[src/rtl/wb_spi_slave.sv]
// Wishbone SPI mode-0 responder: MSB-first RX FIFO popped by the CPU, one TX byte per transfer.
// Optional interrupt output and mask bit when SPI_SLAVE_IRQ_EN is defined.
module wb_spi_slave #(
    parameter int         RX_AW = 3,
    parameter logic [7:0] FILL  = 8'hFF
) (
    input  logic        clk,
    input  logic        reset,
    input  logic [31:0] wb_adr_i,
    input  logic [31:0] wb_dat_i,
    output logic [31:0] wb_dat_o,
    input  logic [3:0]  wb_sel_i,
    input  logic        wb_cyc_i,
    input  logic        wb_stb_i,
    output logic        wb_ack_o,
    input  logic        wb_we_i,
    input  logic        spi_sck_i,
    input  logic        spi_mosi_i,
    input  logic        spi_cs_i,
    output logic        spi_miso_o
`ifdef SPI_SLAVE_IRQ_EN
    ,
    output logic        irq
`endif
);

    localparam int             DEPTH    = 1 << RX_AW;
    localparam logic [RX_AW:0] FULL_CNT = (RX_AW + 1)'(DEPTH);

    logic [1:0] sck_s, mosi_s, cs_s;
    logic       sck_d, cs_d;

    always_ff @(posedge clk or posedge reset) begin
        if (reset) begin
            sck_s  <= 2'b00;
            mosi_s <= 2'b00;
            cs_s   <= 2'b11;
            sck_d  <= 1'b0;
            cs_d   <= 1'b1;
        end else begin
            sck_s  <= {sck_s[0], spi_sck_i};
            mosi_s <= {mosi_s[0], spi_mosi_i};
            cs_s   <= {cs_s[0], spi_cs_i};
            sck_d  <= sck_s[1];
            cs_d   <= cs_s[1];
        end
    end

    logic active, sck_rise, sck_fall, cs_fall, cs_rise;
    assign active   = ~cs_s[1];
    assign sck_rise = sck_s[1] & ~sck_d;
    assign sck_fall = ~sck_s[1] & sck_d;
    assign cs_fall  = ~cs_s[1] & cs_d;
    assign cs_rise  = cs_s[1] & ~cs_d;

    logic       ack_reg, wb_req, wb_acc, rd_acc, wr_acc;
    logic [1:0] reg_sel;
    assign wb_req   = wb_stb_i & wb_cyc_i;
    assign wb_acc   = wb_req & ~ack_reg;
    assign rd_acc   = wb_acc & ~wb_we_i;
    assign wr_acc   = wb_acc & wb_we_i;
    assign reg_sel  = wb_adr_i[3:2];
    assign wb_ack_o = wb_req & ack_reg;

    logic unused_bits;
    assign unused_bits = ^{wb_sel_i, wb_adr_i, wb_dat_i};

    logic [7:0]       mem [DEPTH];
    logic [RX_AW-1:0] wr_ptr, rd_ptr;
    logic [RX_AW:0]   count;
    logic             rx_empty, rx_full, pop, push_req, push;
    logic [2:0]       bitcnt;
    logic [7:0]       rx_shift, tx_shift, tx_hold, tx_next, rx_byte;
    logic             tx_valid, tx_load, ovr, mask_rd;

    assign rx_empty = (count == '0);
    assign rx_full  = (count == FULL_CNT);
    assign pop      = rd_acc & (reg_sel == 2'd0) & ~rx_empty;
    assign rx_byte  = {rx_shift[6:0], mosi_s[1]};
    assign push_req = active & ~cs_fall & sck_rise & (bitcnt == 3'd7);
    // A pop in the same cycle frees the slot a full FIFO needs.
    assign push     = push_req & (~rx_full | pop);
    assign tx_next  = tx_valid ? tx_hold : FILL;
    assign tx_load  = cs_fall | push_req;

    always_ff @(posedge clk) begin
        if (push)
            mem[wr_ptr] <= rx_byte;
    end

    always_ff @(posedge clk or posedge reset) begin
        if (reset) begin
            wr_ptr <= '0;
            rd_ptr <= '0;
            count  <= '0;
        end else begin
            if (push)
                wr_ptr <= wr_ptr + 1'b1;
            if (pop)
                rd_ptr <= rd_ptr + 1'b1;
            if (push & ~pop)
                count <= count + 1'b1;
            else if (pop & ~push)
                count <= count - 1'b1;
        end
    end

    always_ff @(posedge clk or posedge reset) begin
        if (reset) begin
            bitcnt     <= '0;
            rx_shift   <= '0;
            tx_shift   <= FILL;
            spi_miso_o <= FILL[7];
        end else if (cs_fall) begin
            bitcnt     <= '0;
            tx_shift   <= tx_next;
            spi_miso_o <= tx_next[7];
        end else if (cs_rise) begin
            bitcnt <= '0;
        end else if (active) begin
            if (sck_rise) begin
                rx_shift <= rx_byte;
                bitcnt   <= bitcnt + 1'b1;
                if (bitcnt == 3'd7)
                    tx_shift <= tx_next;
                else
                    tx_shift <= {tx_shift[6:0], 1'b0};
            end else if (sck_fall) begin
                spi_miso_o <= tx_shift[7];
            end
        end
    end

    // A CPU write in the same cycle as a reload wins so the new byte is kept.
    always_ff @(posedge clk or posedge reset) begin
        if (reset) begin
            tx_hold  <= '0;
            tx_valid <= 1'b0;
        end else if (wr_acc && reg_sel == 2'd1) begin
            tx_hold  <= wb_dat_i[7:0];
            tx_valid <= 1'b1;
        end else if (tx_load) begin
            tx_valid <= 1'b0;
        end
    end

    always_ff @(posedge clk or posedge reset) begin
        if (reset)
            ovr <= 1'b0;
        else if (push_req & ~push)
            ovr <= 1'b1;
        else if (wr_acc && reg_sel == 2'd2 && wb_dat_i[4])
            ovr <= 1'b0;
    end

`ifdef SPI_SLAVE_IRQ_EN
    logic irq_mask;

    always_ff @(posedge clk or posedge reset) begin
        if (reset)
            irq_mask <= 1'b0;
        else if (wr_acc && reg_sel == 2'd2)
            irq_mask <= wb_dat_i[5];
    end

    always_ff @(posedge clk or posedge reset) begin
        if (reset)
            irq <= 1'b0;
        else
            irq <= ~irq_mask & (~rx_empty | ovr);
    end

    assign mask_rd = irq_mask;
`else
    assign mask_rd = 1'b0;
`endif

    logic [31:0] rd_data;

    always_comb begin
        rd_data = '0;
        unique case (reg_sel)
            2'd0: rd_data = rx_empty ? 32'd0 : {24'd0, mem[rd_ptr]};
            2'd1: rd_data = '0;
            2'd2: rd_data = {26'd0, mask_rd, ovr, tx_valid,
                             rx_full, rx_empty, active};
            2'd3: rd_data = 32'(count);
        endcase
    end

    always_ff @(posedge clk or posedge reset) begin
        if (reset) begin
            ack_reg  <= 1'b0;
            wb_dat_o <= '0;
        end else begin
            ack_reg <= wb_req;
            if (rd_acc)
                wb_dat_o <= rd_data;
        end
    end

endmodule
[config.mk]
export PLATFORM = sky130hd
export DESIGN_NAME = wb_spi_slave
export DESIGN_NICKNAME = d
export VERILOG_FILES = /design/src/rtl/wb_spi_slave.sv
export SDC_FILE = /design/constraint.sdc
export NUM_CORES = 1
export LEC_CHECK = 0
export ABC_AREA = 1
export BUFFER_PORTS_ARGS = -buffer_cell sky130_fd_sc_hd__buf_4
export CORE_ASPECT_RATIO = 2
export CORE_MARGIN = 10
export CORE_UTILIZATION = 59
export DETAILED_ROUTE_END_ITERATION = 6
export PLACE_DENSITY = 0.9
export SLEW_MARGIN = 10
export SYNTH_ARGS = -nofsm -noshare
export SYNTH_HDL_FRONTEND = slang
export SYNTH_SLANG_ARGS = --single-unit
[constraint.sdc]
create_clock -name clk -period 6.2 [get_ports clk]
set_clock_uncertainty 0.1 [all_clocks]
set_input_delay 0.31 -clock clk [delete_from_list [all_inputs] [get_ports clk]]
set_output_delay 0.31 -clock clk [all_outputs]
set_load 0.005 [all_outputs]
# After elaboration in Yosys (flattened, before gate mapping)
# Memory sizes are Yosys's and may differ from the RTL's.
# Index checks and enable logic that the tools add are counted.
# W data, S select, Z words.
# totals
regBits	80
ram_bits	64
input_bits	76
output_inout_bits	34
word_cells	104
memories	1
# classes
add_sub_neg	5
n_eq_ne	9
mux	25
bitwise_logic	32
reduce_logical	15
# mem_list
memory	words	width	read_ports	rd_clocked_by_memory_dff	write_ports	line	rtl
mem	8	8	1	0	1	68	logic [7:0] mem [DEPTH];
# ops
operator	count
$pmux W32 S4	1
$mux W8	7
$and A1 B1 Y1	18
$mux W3	4
$not A1 Y1	12
$mux W1	11
$reduce_bool A2 Y1	5
$add A3 B1 Y3 const B	3
$mux W4	2
$reduce_and A4 Y1	2
$add A4 B1 Y4 const B	1
$eq A2 B2 Y1 const B	2
$eq A4 B4 Y1 const B	1
$logic_not A4 Y1	1
$ne A2 B1 Y1 const B	2
$sub A4 B1 Y4 const B	1
$eq A3 B3 Y1 const B	1
$logic_and A1 B1 Y1	3
$ne A3 B1 Y1 const B	1
$reduce_and A3 Y1	1
$reduce_bool A3 Y1	1
$eq A2 B1 Y1 const B	1
$logic_not A2 Y1	1
$ne A2 B2 Y1 const B	1
2 further kinds	3

# Longest topological paths before layout
# depth
depth_word	11
mapped_depth	17
depth_no_buf	17

# Worst setup path after synthesis
# Ideal clock, no wire load.
# synth_timing
path_type	register -> register
startpoint	register cs_s[1]
endpoint	register count[3]
setup_time_ps	116
arrival_ps	2159
required_ps	5984
path_slack_ps	3825
stages_incl_launch_ff	18
n_path_buf	0
synth_period_minus_slack_ps	2375
cell_sequence	dfstp_2 > inv_2 > nand2_4 > nand3_4 > nor2_4 > nand2_2 > inv_1 > ha_1 > inv_1 > ha_1 > nand2_1 > inv_1 > o21ai_0 > nand2_1 > nand2_1 > nand2_1 > nand2_1 > nand2_1
# synth_between
elab_chain_cells	10
elab_cells_between_ends	12
classes_between	mux (1); bitwise (10); reduce/logical (1)
# synth_rtl
element	line	rtl
start, declared	30	logic [1:0] sck_s, mosi_s, cs_s;
start signal, assigned	43	cs_s <= {cs_s[0], spi_cs_i};
$not A1 Y1 (no source line) (*)	n/a	
$and A1 B1 Y1	53	assign cs_fall = ~cs_s[1] & cs_d;
$not A1 Y1 (no source line)	n/a	
$and A1 B1 Y1 (*) (3 in a row)	80	assign push_req = active & ~cs_fall & sck_rise & (bitcnt == 3'd7);
$and A1 B1 Y1 (*)	82	assign push = push_req & (~rx_full | pop);
via push	71	logic rx_empty, rx_full, pop, push_req, push;
$not A1 Y1	103	else if (pop & ~push)
$and A1 B1 Y1	103	
$reduce_bool A2 Y1 (no source line)	n/a	
end signal, assigned	102	count <= count + 1'b1;
end signal, assigned	104	count <= count - 1'b1;
end, declared	70	logic [RX_AW:0] count;
# The timed path passes the listed nets; every way through them passes the cells marked *.
# A chain may end at the register's enable or synchronous reset.

# Worst setup path after layout
# Same ends and word-level chain as after synthesis.

==> impl_table.tex <==
\begin{tabular}{lr}
\hline
Metric & Value \\
\hline
\multicolumn{2}{l}{\textbf{Power}} \\
\quad Clock share of power & between 30 and 40\% \\
\quad Pwr per Cell Area & 394 nW/um\^{}2 \\
\quad Switching power & 0.000792 W \\
\quad IR Drop Worst-Case VDD & between 200 and 300 uV \\
\quad Net switching fraction of the power & 32.2\% \\
\quad Static leakage & approximately 2.8 nW \\
\quad Total power consumption of the routed design & 0.00246 W \\
\quad Relative contribution of combinational cells to total power & 21.0\% \\
\quad Int Power & 0.00167 W \\
\quad Seq pwr share & 43.2\% \\
\multicolumn{2}{l}{\textbf{STA}} \\
\quad Pin slew with the least headroom to its limit & 826 ps \\
\quad Worst max-slew margin expressed relative to the limit & around 45\% \\
\quad Accumulated negative setup slack & 0 ps \\
\quad Final worst path period need & 2960 ps \\
\quad Final-report hold violation count & 3 \\
\quad Max Freq & 0.338 GHz \\
\quad RSZ-0062 raised after global routing & no \\
\quad Final clock period utilization by the worst path & 47.7\% \\
\quad Final worst slack & 3240 ps \\
\quad Final-report setup violation count & 0 \\
\quad Post-Route Hold Slack & -7.83 ps \\
\quad Final slew viol count & 0 \\
\multicolumn{2}{l}{\textbf{Critical path}} \\
\quad Critical Path Sink Type & register \\
\quad Register-to-Register Path Depth & 17 \\
\quad Critical path type & reg2reg \\
\quad R2R setup slack & $\sim$3200 ps \\
\quad Crit path launch type & register \\
\quad Data required time at the worst endpoint & 6400 ps \\
\quad Maximum fanout along the worst path & 9 \\
\quad Reg-to-Reg End & count[3]\$\_DFFE\_PP0P\_ \\
\quad Critical register-to-register path startpoint & cs\_s[1]\$\_DFF\_PP1\_ \\
\quad Data arrival time of the critical path & 3160 ps \\
\multicolumn{2}{l}{\textbf{Route}} \\
\quad First-pass DRT Iterations & 5 \\
\quad Post-detailed-route wirelength per cell & 18.1 um \\
\quad Initial DRC count & 252 \\
\quad Routed wire length & 12500 um \\
\quad Overall via count from detail\_route & 3905 \\
\quad Via-to-Cell Ratio & between 5 and 6 \\
\quad DRC violations left & 0 \\
\quad Final ANT Viol Nets & 0 \\
\multicolumn{2}{l}{\textbf{Global route}} \\
\quad Number of antenna violations at the first check in global routing & 0 \\
\quad Total track usage & 19.0\% \\
\quad Maximum number of pins on one net before global-route repair & 57 \\
\quad Remaining global-route overflow & 0 \\
\quad First-pass GRT wire length & 19900 um \\
\quad Via count of the first global-routing pass & $\sim$4.2k \\
\multicolumn{2}{l}{\textbf{Die}} \\
\quad Die footprint & 13700 sq um \\
\quad Core Footprint & between 9000 and 10000 sq um \\
\quad Top-Level Pins & 110 \\
\quad Die Ht & 156 um \\
\quad Placement row count & between 40 and 50 \\
\quad Initial cell density of the core & between 60\% and 70\% \\
\quad Die width & between 80 and 90 um \\
\multicolumn{2}{l}{\textbf{CTS}} \\
\quad Clock-pin slew reported for the worst setup and hold paths after clock tree synthesis & 60 ps \\
\quad Count of instances resized after the clock tree is built & 0 \\
\quad Hold buffers post-CTS & 8 \\
\quad Clk Tree Root Cell & clkbuf\_16 \\
\quad Number of sinks handled by clock tree synthesis & 120 \\
\quad TritonCTS clock tree & yes \\
\quad Source-to-sink clock delay at the later pin of the worst-skew pair & 410 ps \\
\quad CTS max path bufs & 2 \\
\quad Number of CTS-inserted buffers & 17 \\
\quad \# H-tree levels & 4 \\
\quad Post-CTS repair timing setup buffer count & 0 \\
\multicolumn{2}{l}{\textbf{Cells and area}} \\
\quad Number of nets in the final layout & 663 \\
\quad Largest register FFs & 64 \\
\quad Number of antenna diodes & 0 \\
\quad Core occupancy in the finished layout & roughly 70\% \\
\quad Signed area change from the synthesized netlist to the final layout & 14.6\% \\
\quad Fraction of final layout cells with drive strength greater than 1 & 16.9\% \\
\quad Largest reg by FF count & mem \\
\multicolumn{2}{l}{\textbf{Place}} \\
\quad Number of input and output port buffers inserted & 27 \\
\quad Final weighted congestion in routability-driven placement & 0.947 \\
\quad HPWL Detailed & 7960 um \\
\quad Place WS & 3410 ps \\
\multicolumn{2}{l}{\textbf{Worst hold path}} \\
\quad Type of the tightest min-delay check & in2async \\
\multicolumn{2}{l}{\textbf{Outcome}} \\
\quad Run status & finished, violations left \\
\quad Violations in the final reports & hold timing \\
\multicolumn{2}{l}{\textbf{Synth}} \\
\quad Average cell area after synthesis & a little over 10 sq um \\
\quad Cell area after synthesis & between 5000 and 6000 sq um \\
\quad Seq/Total Area, Yosys & 61.3\% \\
\quad Leading register cell type out of synthesis & edfxtp\_1 \\
\quad Instance count of the mapped netlist & 538 \\
\quad FFs w/ async S/R, synth & 46.7\% \\
\quad Synthesis Warnings & 0 \\
\quad EDFF count, synth & 64 \\
\quad Post-synthesis sequential element count & 120 \\
\quad Yosys cell types & 39 \\
\multicolumn{2}{l}{\textbf{Run}} \\
\quad Count of max-cap constraint violations & 0 \\
\hline
\end{tabular}
final cells by class:
type	instances	area [sq um]
well taps	102	128
fillers	585	2780
clock buffers	20	467
repair buffers	37	298
clock inverters	12	75.1
inverters	68	255
flip-flops and latches	120	3340
multi-input cells	335	1680
synthesized netlist by cell type, types with 2 or more instances:
cell | count | area, sq um
nand2_1 | 138 | 518
edfxtp_1 | 64 | 1920
inv_1 | 62 | 233
dfrtp_1 | 44 | 1100
nor2_1 | 42 | 158
nand3_1 | 41 | 205
buf_4 | 26 | 195
o21ai_0 | 24 | 120
o211ai_1 | 13 | 97.6
dfstp_2 | 12 | 315
buf_2 | 10 | 50.1
ha_1 | 7 | 87.6
a21oi_1 | 6 | 30.0
nor2_2 | 6 | 37.5
inv_2 | 5 | 18.8
xor2_1 | 4 | 35.0
nand2_2 | 3 | 18.8
nor3_1 | 3 | 15.0
o21ai_1 | 3 | 15.0
nand2_4 | 2 | 22.5
nand3_2 | 2 | 20.0
nor2_4 | 2 | 22.5
o22ai_1 | 2 | 12.5
xnor2_1 | 2 | 17.5
layout by cell type (no fill, tap or decap), types with 3 or more instances in the layout:
| cell | count |
|---|---|
| buf_4 | 29 |
| nand2_1 | 138 |
| ha_1 | 7 |
| clkinv_2 | 6 |
| a21oi_1 | 6 |
| conb_1 | 24 |
| xor2_1 | 4 |
| o21ai_1 | 3 |
| dfrtp_1 | 44 |
| nor2_1 | 42 |
| inv_1 | 61 |
| nor3_1 | 3 |
| clkbuf_8 | 3 |
| clkbuf_16 | 17 |
| dlygate4sd3_1 | 8 |
| o21ai_0 | 24 |
| inv_2 | 6 |
| dfstp_2 | 12 |
| nand2_2 | 3 |
| nand3_1 | 41 |
| o211ai_1 | 13 |
| edfxtp_1 | 64 |
| nor2_2 | 6 |
power by group through the flow:
| stage | clock network [W] | logic, W | registers (W) |
|---|---|---|---|
| after CTS | 0.000890 | 0.000510 | 0.00106 |
| final | 0.000882 | 0.000515 | 0.00106 |
| after global routing | 0.000928 | 0.000572 | 0.00107 |
| after detailed placement | 0 | 0.000479 | 0.00107 |
| after global placement | 0 | 0.000449 | 0.00106 |
| after floorplan | 0 | 0.000385 | 0.00102 |
metrics by stage:
step / area [sq um] / instances
6_report: 6240 / 694
5_1_grt: 6240 / 694
4_1_cts: 6240 / 694
3_5_place_dp: 5610 / 654
3_3_place_gp: 5610 / 654
2_1_floorplan: 5530 / 561
kinds of logic (layout without fill, tap and decap cells):
kind of cell / Yosys count / after routing / synth area share (%)
AND/OR/NAND/NOR: 244 / 244 / 20.1
flip-flops: 120 / 120 / 61.3
buffers and inverters: 106 / 137 / 9.47
AO/OA/AOI/OAI: 53 / 53 / 6.12
adder cells (fa/ha/maj): 8 / 8 / 1.98
XOR/XNOR: 6 / 6 / 0.966
other: 1 / 24 / 0.0689
worst max path at each step:
stage | startpoint | end | slack [ps] | cells past startpoint
after floorplan | cs_s[1]$_DFF_PP1_ | count[3]$_DFFE_PP0P_ | 3820 | 17
after global placement | cs_s[1]$_DFF_PP1_ | count[3]$_DFFE_PP0P_ | 3560 | 17
after detailed placement | cs_s[1]$_DFF_PP1_ | count[3]$_DFFE_PP0P_ | 3410 | 17
after CTS | cs_s[1]$_DFF_PP1_ | count[3]$_DFFE_PP0P_ | 3300 | 17
after global routing | cs_s[1]$_DFF_PP1_ | count[3]$_DFFE_PP0P_ | 3000 | 17
final | cs_s[1]$_DFF_PP1_ | count[3]$_DFFE_PP0P_ | 3240 | 17
worst max-delay path, cell delays in order, from the launching register on:
cell and delay [ps]:
dfstp_2 600, inv_2 110, nand2_4 100, nand3_4 140, nor2_4 250, nand2_2 120, inv_1 100, ha_1 180
inv_1 90, ha_1 280, nand2_1 70, inv_1 50, o21ai_0 300, nand2_1 90, nand2_1 80, nand2_1 70
nand2_1 60, nand2_1 50
per-layer routing:
metal | vias up | GRT usage [%] | wire, um
li1 | 1791 | - | -
met1 | 1889 | 17.0 | 4110
met2 | 186 | 34.7 | 7090
met3 | 39 | 4.92 | 841
met4 | 0 | 13.8 | 495
met5 | - | 0 | 0
(Power assumes the default switching activity.)
